--- src/rtl/cae_iniciador_pkg.sv ---
// Slave map constants shared with cae and state encoding for the iniciador sequencer.
package cae_iniciador_pkg;

   localparam int unsigned BASE_FONTE     = 0;
   localparam int unsigned BASE_DESTINO   = 1;
   localparam int unsigned BASE_GMA       = 2;
   localparam int unsigned BASE_OBSTACULO = 1024;

   localparam logic [3:0] ST_IDLE      = 4'd0;
   localparam logic [3:0] ST_OBST      = 4'd1;
   localparam logic [3:0] ST_DEST      = 4'd2;
   localparam logic [3:0] ST_FONTE     = 4'd3;
   localparam logic [3:0] ST_POLL_WAIT = 4'd4;
   localparam logic [3:0] ST_POLL_RD   = 4'd5;
   localparam logic [3:0] ST_POLL_CHK  = 4'd6;
   localparam logic [3:0] ST_PATH_RD   = 4'd7;
   localparam logic [3:0] ST_PATH_CAP  = 4'd8;
   localparam logic [3:0] ST_PATH_OUT  = 4'd9;

   // States covered by the timeout budget.
   function automatic logic is_poll_phase(input logic [3:0] st);
      return (st == ST_POLL_WAIT) || (st == ST_POLL_RD) || (st == ST_POLL_CHK);
   endfunction

endpackage

--- src/rtl/cae_poll_timer.sv ---
// Gap counter between pronto polls and the poll-phase timeout counter.
module cae_poll_timer
   import cae_iniciador_pkg::*;
#(
   parameter int unsigned POLL_GAP       = 8,
   parameter int unsigned TIMEOUT_CYCLES = 2**20
) (
   input  logic clk,
   input  logic rst_n,
   input  logic clear,
   input  logic gap_run,
   input  logic tmo_run,
   output logic gap_done,
   output logic tmo_expire
);

   localparam int unsigned GW = (POLL_GAP > 1) ? $clog2(POLL_GAP) : 1;
   localparam int unsigned TW = (TIMEOUT_CYCLES > 1) ? $clog2(TIMEOUT_CYCLES) : 1;

   logic [GW-1:0] gap_cnt_q;
   logic [TW-1:0] tmo_cnt_q;

   assign gap_done   = gap_run && (gap_cnt_q == GW'(POLL_GAP - 1));
   assign tmo_expire = tmo_run && (tmo_cnt_q == TW'(TIMEOUT_CYCLES - 1));

   always_ff @(posedge clk) begin
      if (!rst_n) begin
         gap_cnt_q <= '0;
      end else if (!gap_run || gap_done) begin
         gap_cnt_q <= '0;
      end else begin
         gap_cnt_q <= gap_cnt_q + GW'(1);
      end
   end

   // Cleared the cycle before the fonte write is on the bus, so count 0 aligns with it.
   always_ff @(posedge clk) begin
      if (!rst_n || clear) begin
         tmo_cnt_q <= '0;
      end else if (tmo_run && !tmo_expire) begin
         tmo_cnt_q <= tmo_cnt_q + TW'(1);
      end
   end

endmodule

--- src/rtl/cae_iniciador.sv ---
// Avalon-MM master that loads obstacles, launches a cae path search, polls pronto and
// streams the resulting path words out on a ready/valid interface.
module cae_iniciador
   import cae_iniciador_pkg::*;
#(
   parameter int unsigned ADDR_WIDTH     = 16,
   parameter int unsigned AV_DATA_WIDTH  = 32,
   parameter int unsigned AV_ADDR_WIDTH  = 32,
   parameter int unsigned MAX_PATH       = 64,
   parameter int unsigned POLL_GAP       = 8,
   parameter int unsigned TIMEOUT_CYCLES = 2**20
) (
   input  logic                     clk,
   input  logic                     rst_n,
   input  logic                     start_in,
   input  logic [ADDR_WIDTH-1:0]    fonte_in,
   input  logic [ADDR_WIDTH-1:0]    destino_in,
   input  logic                     obst_valid_in,
   input  logic [ADDR_WIDTH-1:0]    obst_addr_in,
   input  logic                     obst_data_in,
   input  logic                     obst_last_in,
   output logic                     obst_ready_out,
   output logic [AV_ADDR_WIDTH-1:0] av_addr_out,
   output logic [AV_DATA_WIDTH-1:0] av_data_out,
   output logic                     av_write_out,
   output logic                     av_read_out,
   input  logic [AV_DATA_WIDTH-1:0] av_readdata_in,
   output logic                     res_valid_out,
   output logic [ADDR_WIDTH-1:0]    res_data_out,
   output logic                     res_last_out,
   input  logic                     res_ready_in,
   output logic                     busy_out,
   output logic                     timeout_out
);

   localparam int unsigned IW = (MAX_PATH > 1) ? $clog2(MAX_PATH) : 1;

   logic [3:0]               state_q, state_d;
   logic [ADDR_WIDTH-1:0]    fonte_q, fonte_d;
   logic [ADDR_WIDTH-1:0]    destino_q, destino_d;
   logic [ADDR_WIDTH-1:0]    word_q, word_d;
   logic [IW-1:0]            idx_q, idx_d, idx_nxt;
   logic                     last_q, last_d;
   logic                     timeout_q, timeout_d;
   logic [AV_ADDR_WIDTH-1:0] av_addr_q, av_addr_d;
   logic [AV_DATA_WIDTH-1:0] av_data_q, av_data_d;
   logic                     av_write_q, av_write_d;
   logic                     av_read_q, av_read_d;
   logic                     gap_done, tmo_expire;
   logic [ADDR_WIDTH-1:0]    rd_word;
   logic                     unused_rd;

   assign rd_word   = av_readdata_in[ADDR_WIDTH-1:0];
   assign unused_rd = ^av_readdata_in[AV_DATA_WIDTH-1:ADDR_WIDTH];
   assign idx_nxt   = idx_q + IW'(1);

   cae_poll_timer #(
      .POLL_GAP       (POLL_GAP),
      .TIMEOUT_CYCLES (TIMEOUT_CYCLES)
   ) u_poll_timer (
      .clk        (clk),
      .rst_n      (rst_n),
      .clear      (state_q == ST_FONTE),
      .gap_run    (state_q == ST_POLL_WAIT),
      .tmo_run    (is_poll_phase(state_q)),
      .gap_done   (gap_done),
      .tmo_expire (tmo_expire)
   );

   // Bus strobes are decided here and appear on the bus the following cycle.
   always_comb begin
      state_d    = state_q;
      fonte_d    = fonte_q;
      destino_d  = destino_q;
      word_d     = word_q;
      idx_d      = idx_q;
      last_d     = last_q;
      timeout_d  = timeout_q;
      av_addr_d  = '0;
      av_data_d  = '0;
      av_write_d = 1'b0;
      av_read_d  = 1'b0;

      case (state_q)
         ST_IDLE: begin
            if (start_in) begin
               fonte_d   = fonte_in;
               destino_d = destino_in;
               timeout_d = 1'b0;
               state_d   = ST_OBST;
            end
         end
         ST_OBST: begin
            if (obst_valid_in) begin
               av_write_d = 1'b1;
               av_addr_d  = AV_ADDR_WIDTH'(BASE_OBSTACULO) + AV_ADDR_WIDTH'(obst_addr_in);
               av_data_d  = AV_DATA_WIDTH'(obst_data_in);
               if (obst_last_in) state_d = ST_DEST;
            end
         end
         ST_DEST: begin
            av_write_d = 1'b1;
            av_addr_d  = AV_ADDR_WIDTH'(BASE_DESTINO);
            av_data_d  = AV_DATA_WIDTH'(destino_q);
            state_d    = ST_FONTE;
         end
         ST_FONTE: begin
            av_write_d = 1'b1;
            av_addr_d  = AV_ADDR_WIDTH'(BASE_FONTE);
            av_data_d  = AV_DATA_WIDTH'(fonte_q);
            state_d    = ST_POLL_WAIT;
         end
         ST_POLL_WAIT: begin
            if (tmo_expire) begin
               timeout_d = 1'b1;
               state_d   = ST_IDLE;
            end else if (gap_done) begin
               av_read_d = 1'b1;
               av_addr_d = AV_ADDR_WIDTH'(BASE_FONTE);
               state_d   = ST_POLL_RD;
            end
         end
         ST_POLL_RD: begin
            if (tmo_expire) begin
               timeout_d = 1'b1;
               state_d   = ST_IDLE;
            end else begin
               state_d = ST_POLL_CHK;
            end
         end
         ST_POLL_CHK: begin
            if (tmo_expire) begin
               timeout_d = 1'b1;
               state_d   = ST_IDLE;
            end else if (av_readdata_in[0]) begin
               idx_d     = '0;
               av_read_d = 1'b1;
               av_addr_d = AV_ADDR_WIDTH'(BASE_GMA);
               state_d   = ST_PATH_RD;
            end else begin
               state_d = ST_POLL_WAIT;
            end
         end
         ST_PATH_RD: begin
            state_d = ST_PATH_CAP;
         end
         ST_PATH_CAP: begin
            word_d  = rd_word;
            last_d  = (rd_word == destino_q) || (idx_q == IW'(MAX_PATH - 1));
            state_d = ST_PATH_OUT;
         end
         ST_PATH_OUT: begin
            if (res_ready_in) begin
               if (last_q) begin
                  state_d = ST_IDLE;
               end else begin
                  idx_d     = idx_nxt;
                  av_read_d = 1'b1;
                  av_addr_d = AV_ADDR_WIDTH'(BASE_GMA) + AV_ADDR_WIDTH'(idx_nxt);
                  state_d   = ST_PATH_RD;
               end
            end
         end
         default: state_d = ST_IDLE;
      endcase
   end

   always_ff @(posedge clk) begin
      if (!rst_n) begin
         state_q    <= ST_IDLE;
         fonte_q    <= '0;
         destino_q  <= '0;
         word_q     <= '0;
         idx_q      <= '0;
         last_q     <= 1'b0;
         timeout_q  <= 1'b0;
         av_addr_q  <= '0;
         av_data_q  <= '0;
         av_write_q <= 1'b0;
         av_read_q  <= 1'b0;
      end else begin
         state_q    <= state_d;
         fonte_q    <= fonte_d;
         destino_q  <= destino_d;
         word_q     <= word_d;
         idx_q      <= idx_d;
         last_q     <= last_d;
         timeout_q  <= timeout_d;
         av_addr_q  <= av_addr_d;
         av_data_q  <= av_data_d;
         av_write_q <= av_write_d;
         av_read_q  <= av_read_d;
      end
   end

   assign obst_ready_out = (state_q == ST_OBST);
   assign busy_out       = (state_q != ST_IDLE);
   assign res_valid_out  = (state_q == ST_PATH_OUT);
   assign res_data_out   = res_valid_out ? word_q : '0;
   assign res_last_out   = res_valid_out && last_q;
   assign timeout_out    = timeout_q;
   assign av_addr_out    = av_addr_q;
   assign av_data_out    = av_data_q;
   assign av_write_out   = av_write_q;
   assign av_read_out    = av_read_q;

endmodule

--- config.mk ---
export PLATFORM = sky130hd
export DESIGN_NAME = cae_iniciador
export DESIGN_NICKNAME = d
export VERILOG_FILES = /design/src/rtl/cae_iniciador_pkg.sv /design/src/rtl/cae_poll_timer.sv /design/src/rtl/cae_iniciador.sv
export SDC_FILE = /design/constraint.sdc
export NUM_CORES = 1
export LEC_CHECK = 0
export CORE_MARGIN = 10
export CORE_UTILIZATION = 47
export CTS_CLUSTER_DIAMETER = 200
export CTS_CLUSTER_SIZE = 16
export DETAILED_ROUTE_END_ITERATION = 7
export PLACE_DENSITY = 0.87
export SLEW_MARGIN = 40
export SYNTH_ARGS = -nofsm -noshare
export SYNTH_HDL_FRONTEND = slang
export SYNTH_SLANG_ARGS = --single-unit
--- constraint.sdc ---
create_clock -name clk -period 2.5 [get_ports clk]
set_input_delay 0.25 -clock clk [delete_from_list [all_inputs] [get_ports clk]]
set_output_delay 0.25 -clock clk [all_outputs]
set_load 0.02 [all_outputs]
# After elaboration in Yosys (flattened, before gate mapping)
# Cells that the tools add are included.
[classes]
n_reduce_logical = 23
bitwise_logic = 1
order_cmp = 0
shift = 0
div_mod_pow = 0
n_mux = 37
eq_ne = 22
add_sub_neg = 5
n_mul = 0
[ops]
columns = ["op", "n"]
rows = [
  ["$pmux W17 S4", 1],
  ["$pmux W16 S3", 1],
  ["$pmux W4 S10", 1],
  ["$mux W4", 6],
  ["$mux W6", 4],
  ["$add A20 B1 Y20 const B", 1],
  ["$eq A20 B20 Y1 const B", 1],
  ["$add A11 B16 Y17 const A", 1],
  ["$mux W17", 1],
  ["$eq A16 B16 Y1", 1],
  ["$eq A4 B3 Y1 const B", 4],
  ["$mux W16", 1],
  ["$mux W7", 2],
  ["$ne A2 B2 Y1 const B", 6],
  ["$pmux W6 S2", 1],
  ["$mux W1", 10],
  ["$reduce_and A5 Y1", 2],
  ["$mux W3", 3],
  ["$eq A4 B2 Y1 const B", 2],
  ["$eq A4 B4 Y1 const B", 2],
  ["$add A2 B6 Y7 const A", 1],
  ["$add A6 B1 Y6 const B", 1],
  ["$eq A6 B6 Y1 const B", 1],
  ["$mux W2", 3],
  ["18 further kinds", 31],
]
[word_totals]
memories = 0
mem_bits_ro = 0
ram_bits = 0
output_inout_bits = 87
regBits = 149
latch_bits = 0
input_bits = 87

# Longest topological paths before layout
[logic_depth]
ltp_word = 6
ltp_mapped = 7

# Modules after synthesis
# Synthesis repeated with hierarchy kept, for this count alone.
[unflattened]
hier_cells = 645
area_unflattened_um2 = 5494.0
[by_module_without_submodules]
columns = ["module", "area_each_um2", "n_inst", "cells_per_inst", "seq_area_each_um2"]
rows = [
  ["cae_iniciador", 4335.4, 1, 514, 1901.8],
  ["cae_poll_timer", 1158.6, 1, 131, 460.4],
]

# Worst setup path before layout
# Ideal clock, no wire load.
[synth_path]
path_type = "register -> register"
start = "reg state_q[3]"
end = "reg av_addr_q[16] (netlist: av_addr_out[16])"
n_path_buf = 2
synth_period_minus_slack_ps = 1895
t_arrival_ps = 1817
setup_slack_ps = 605
stages_incl_launch_ff = 7
required_ps = 2422
path_cell_list = "dfxtp_1 > buf_6 > nor4b_2 > nand2_1 > or2_2 > clkbuf_1 > nor3_1"
[synth_between]
elab_chain_len = 2
elab_cells_between_ends = 5
cone_classes = "4 x eq/ne; 1 x mux"
[synth_rtl]
columns = ["element", "line", "text"]
rows = [
  ["start, declared", "cae_iniciador.sv:38", "logic [3:0] state_q, state_d;"],
  ["start signal, assigned", "cae_iniciador.sv:182", "state_q <= state_d;"],
  ["$eq A4 B1 Y1", "n/a", ""],
  ["net obst_ready_out", "cae_iniciador.sv:22", "output logic obst_ready_out,"],
  ["$pmux W17 S4", "cae_iniciador.sv:84", "case (state_q)"],
  ["end signal, assigned", "cae_iniciador.sv:189", "av_addr_q <= av_addr_d;"],
  ["end, declared", "cae_iniciador.sv:45", "logic [AV_ADDR_WIDTH-1:0] av_addr_q, av_addr_d;"],
]
# The timed path passes the listed nets, and every way through them passes these cells.
# A chain may end at the register's enable or synchronous reset.

# Worst setup path after layout
[layout_path]
start = "reg state_q[3]"
end = "out res_data_out[10]"
[layout_between]
elab_chain_len = 2
[layout_rtl]
columns = ["element", "line", "text"]
rows = [
  ["$eq A4 B4 Y1", "cae_iniciador.sv:198", "assign res_valid_out = (state_q == ST_PATH_OUT);"],
  ["$mux W16", "cae_iniciador.sv:199", "assign res_data_out = res_valid_out ? word_q : '0;"],
  ["end, declared", "cae_iniciador.sv:29", "output logic [ADDR_WIDTH-1:0] res_data_out,"],
]
# No other way between the ends.

==> reports/metrics.cfg <==
[outcome]
outcome=finished, final reports clean

[yosys]
synth_top_cell_by_area=dfxtp_1
synthTopCellsByArea=dfxtp_1, nand2_1, a21boi_0, buf_4, xor2_1
synth_common_cells=dfxtp_1, nand2_1, nor2_1, a21boi_0, buf_4
synth_edf_count=0
synthArstFlopShare=0
synth-seq-cells=118
syn_avg_cell_area_um2=8.61
synth_flop_cell=dfxtp_1
yosys_warnings=0
synth_most_common_cell=dfxtp_1
synth_top_area_frac=0.431
syn_area_um2=5480
netlist_instances=636
ys_seq_area_frac=0.431
ys_types=59

[finish]
diodes=0
drive_above_1_share=0.0843
fillers=901
fin_cells=914
areaGrowthSynthToFinish_pct=33.8
layout.nets=852

[grt]
grt-ovfl-total=0
grt_pass1_wl_mm=25.4
grt_pass1_vias=5018
grt_max_degree=35
grt_usage=0.191
grt_antenna_before_repair=0

[sta]
max_slew_margin=0.492
skew_ns=0.00795
worst_pin_slew_ns=0.762
tns_ns=0
fmax_mhz=434
rsz0062_at_grt=no
finalMaxSlewViolations=0
setup_viol=0
layout_min_cycle_time_ns=2.31
worst_slack_ns=0.194
timing_hold_violations_final=0
period_share=0.922

[floorplanning]
core_um2=11400
dieArea_um2=16400
die_h_um=128
initial_utilization=0.480
fp-row-count=39
ioPinCount=174
dieWidth_um=128

[clocking]
cts_max_path_buffers=2
clk-insertion-delay-late_ns=0.41
numCtsBuffers=17
tritoncts=built
clk_pin_slew_ns=0.05
clockRootBuffer=clkbuf_16
postCtsHoldBufs=0
h-tree-depth=4
cts_sinks=118

[pwr]
power.net_switching_mw=1.82
switching_share=0.311
p_per_area_nw_per_um2=797
ir_drop_mv=0.461
p_clk_frac=0.397
seqPwrFrac=0.369
p_leak_nw=2.69
internal_power_mw=4.02
pwr-share-comb=0.234

[job]
cap_violations=0

[placement]
placed_cells=883
dp_hpwl_mm=11.7
portBuffers=126
pre_cts_slack_ns=0.350
place.gp.congestion=0.915

[worst_hold_path]
min-delay-path-class=primary input to flip-flop
hold_path_end=fonte_q[1]$_SDFFE_PN0P_
hp-start=fonte_in[1]
whs_path_depth=3

[worst_setup_path]
path_class=flip-flop to primary output
cp.required_ns=2.25
arrival_ns=2.06
worstSetupStartpointType=flip-flop
r2r_start=state_q[2]$_SDFFE_PN0P_
reg2reg_setup_slack_ns=0.43
worstRegToRegCells=5
r2r-end=last_q$_SDFFE_PN0P_
worstPathMaxFanout=21
endpoint_kind=primary output

[drt]
antenna_left=0
via_per_inst=5.43
wl_mm=15.9
first_pass_iters=5
route.detailed.drc=0
wl_per_cell_um=17.4
vias=4967
drtIter0Drc=518

==> cell families (layout without fill, tap and decap cells) <==
family,count (synthesis),in the layout,synth area share
compound gates,123,123,0.164
buf+inv,73,178,0.0745
fa+ha+maj,6,6,0.0137
other cells,1,31,0.000685
xor+xnor,41,41,0.0656
flops,118,118,0.431
simple gates,270,270,0.242
mux,4,4,0.00823
==> registers in the layout (all words and copies together) (netlist names), 4 cells and up <==
name and count:
av_addr_out 17, av_data_out 16, destino_q 16, fonte_q 16
idx_q 6, state_q 4, u_poll_timer.tmo_cnt_q 20, word_q 16
==> power groups by stage <==
| stage | combinational [mW] | sequential (mW) | clock [mW] |
|---|---|---|---|
| floorplan | 0.865 | 2.18 | 0 |
| global placement | 1.29 | 2.18 | 0 |
| detailed placement | 1.34 | 2.19 | 0 |
| CTS | 1.36 | 2.15 | 2.33 |
| global route | 1.49 | 2.16 | 2.42 |
| finish | 1.37 | 2.15 | 2.32 |
==> worst max-delay path: stages (launching register included) <==
cell and delay [ns]:
dfxtp_2 0.45, and4bb_4 0.41, and2_1 0.16, clkdlybuf4s50_1 0.61
==> worst max-delay path by stage <==
stage,startpoint,endpoint,slack [ns],cells after the start
after floorplan,state_q[3]$_SDFFE_PN0P_,av_addr_out[16]$_SDFF_PN0_,0.61,6
after global placement,state_q[3]$_SDFFE_PN0P_,res_data_out[11],0.41,3
after detailed placement,state_q[3]$_SDFFE_PN0P_,res_data_out[10],0.35,3
after CTS,state_q[3]$_SDFFE_PN0P_,res_data_out[10],0.03,3
after global routing,state_q[3]$_SDFFE_PN0P_,res_data_out[2],0.09,3
final,state_q[3]$_SDFFE_PN0P_,res_data_out[10],0.19,3
==> cells in the final DEF (no fill, tap or decap), types with 4 or more instances in the layout <==
cell             synthesis  layout
buf_4                   31      15
xor2_1                  23      23
a22oi_1                 16      16
nor3_1                   5       5
and2_1                  27      27
dfxtp_1                118     117
and3_1                   5       5
clkbuf_16                0      17
o21ai_0                 10       9
a21boi_0                48      48
xnor2_1                 18      18
clkinv_2                 0       5
mux2_2                   4       4
nor2_1                  53      52
nand4_1                  9       9
a21oi_1                 13      13
conb_1                   1      31
a211oi_1                 6       6
nand3_1                 16      16
ha_1                     6       6
nor4_1                  11      11
a22o_1                   7       7
clkdlybuf4s50_1          0     126
nand2_1                115     115
inv_1                    6       6
==> metrics by stage <==
step | power, mW | hold slack (ns) | util | instance area [um^2]
after CTS | 5.83 | 0.383 | 0.641 | 7320
after detailed placement | 3.53 | 0.411 | 0.592 | 6760
final | 5.84 | 0.391 | 0.642 | 7330
after global routing | 6.07 | 0.393 | 0.642 | 7330
after global placement | 3.47 | 0.407 | 0.592 | 6760
after floorplan | 3.05 | 0.322 | - | 5590
==> layer usage <==
layer  wire length (um)  vias to the layer above  track usage
met3               1310                       37       0.0480
met5                  0                        -            0
met2               7610                      235        0.311
li1                   -                     2374            -
met1               6570                     2321        0.232
met4                434                        0       0.0881
==> final cells by class <==
class | count | area [um^2] | area share
multi-input combinational | 475 | 2820 | 0.385
sequential | 118 | 2360 | 0.323
timing repair buffer | 141 | 1370 | 0.188
clock buffer | 18 | 429 | 0.0586
tap | 143 | 179 | 0.0244
clock inverter | 13 | 134 | 0.0183
inverter | 6 | 22.5 | 0.00307
==> repair_timing <==
action / 4_1_cts / 5_1_grt
gates resized for setup: 1 / 1
pin swaps: 0 / 0
setup buffers: 0 / 0
endpoints found under the setup margin: 17 / 17
No activity file was read; power rests on OpenSTA's default activity.
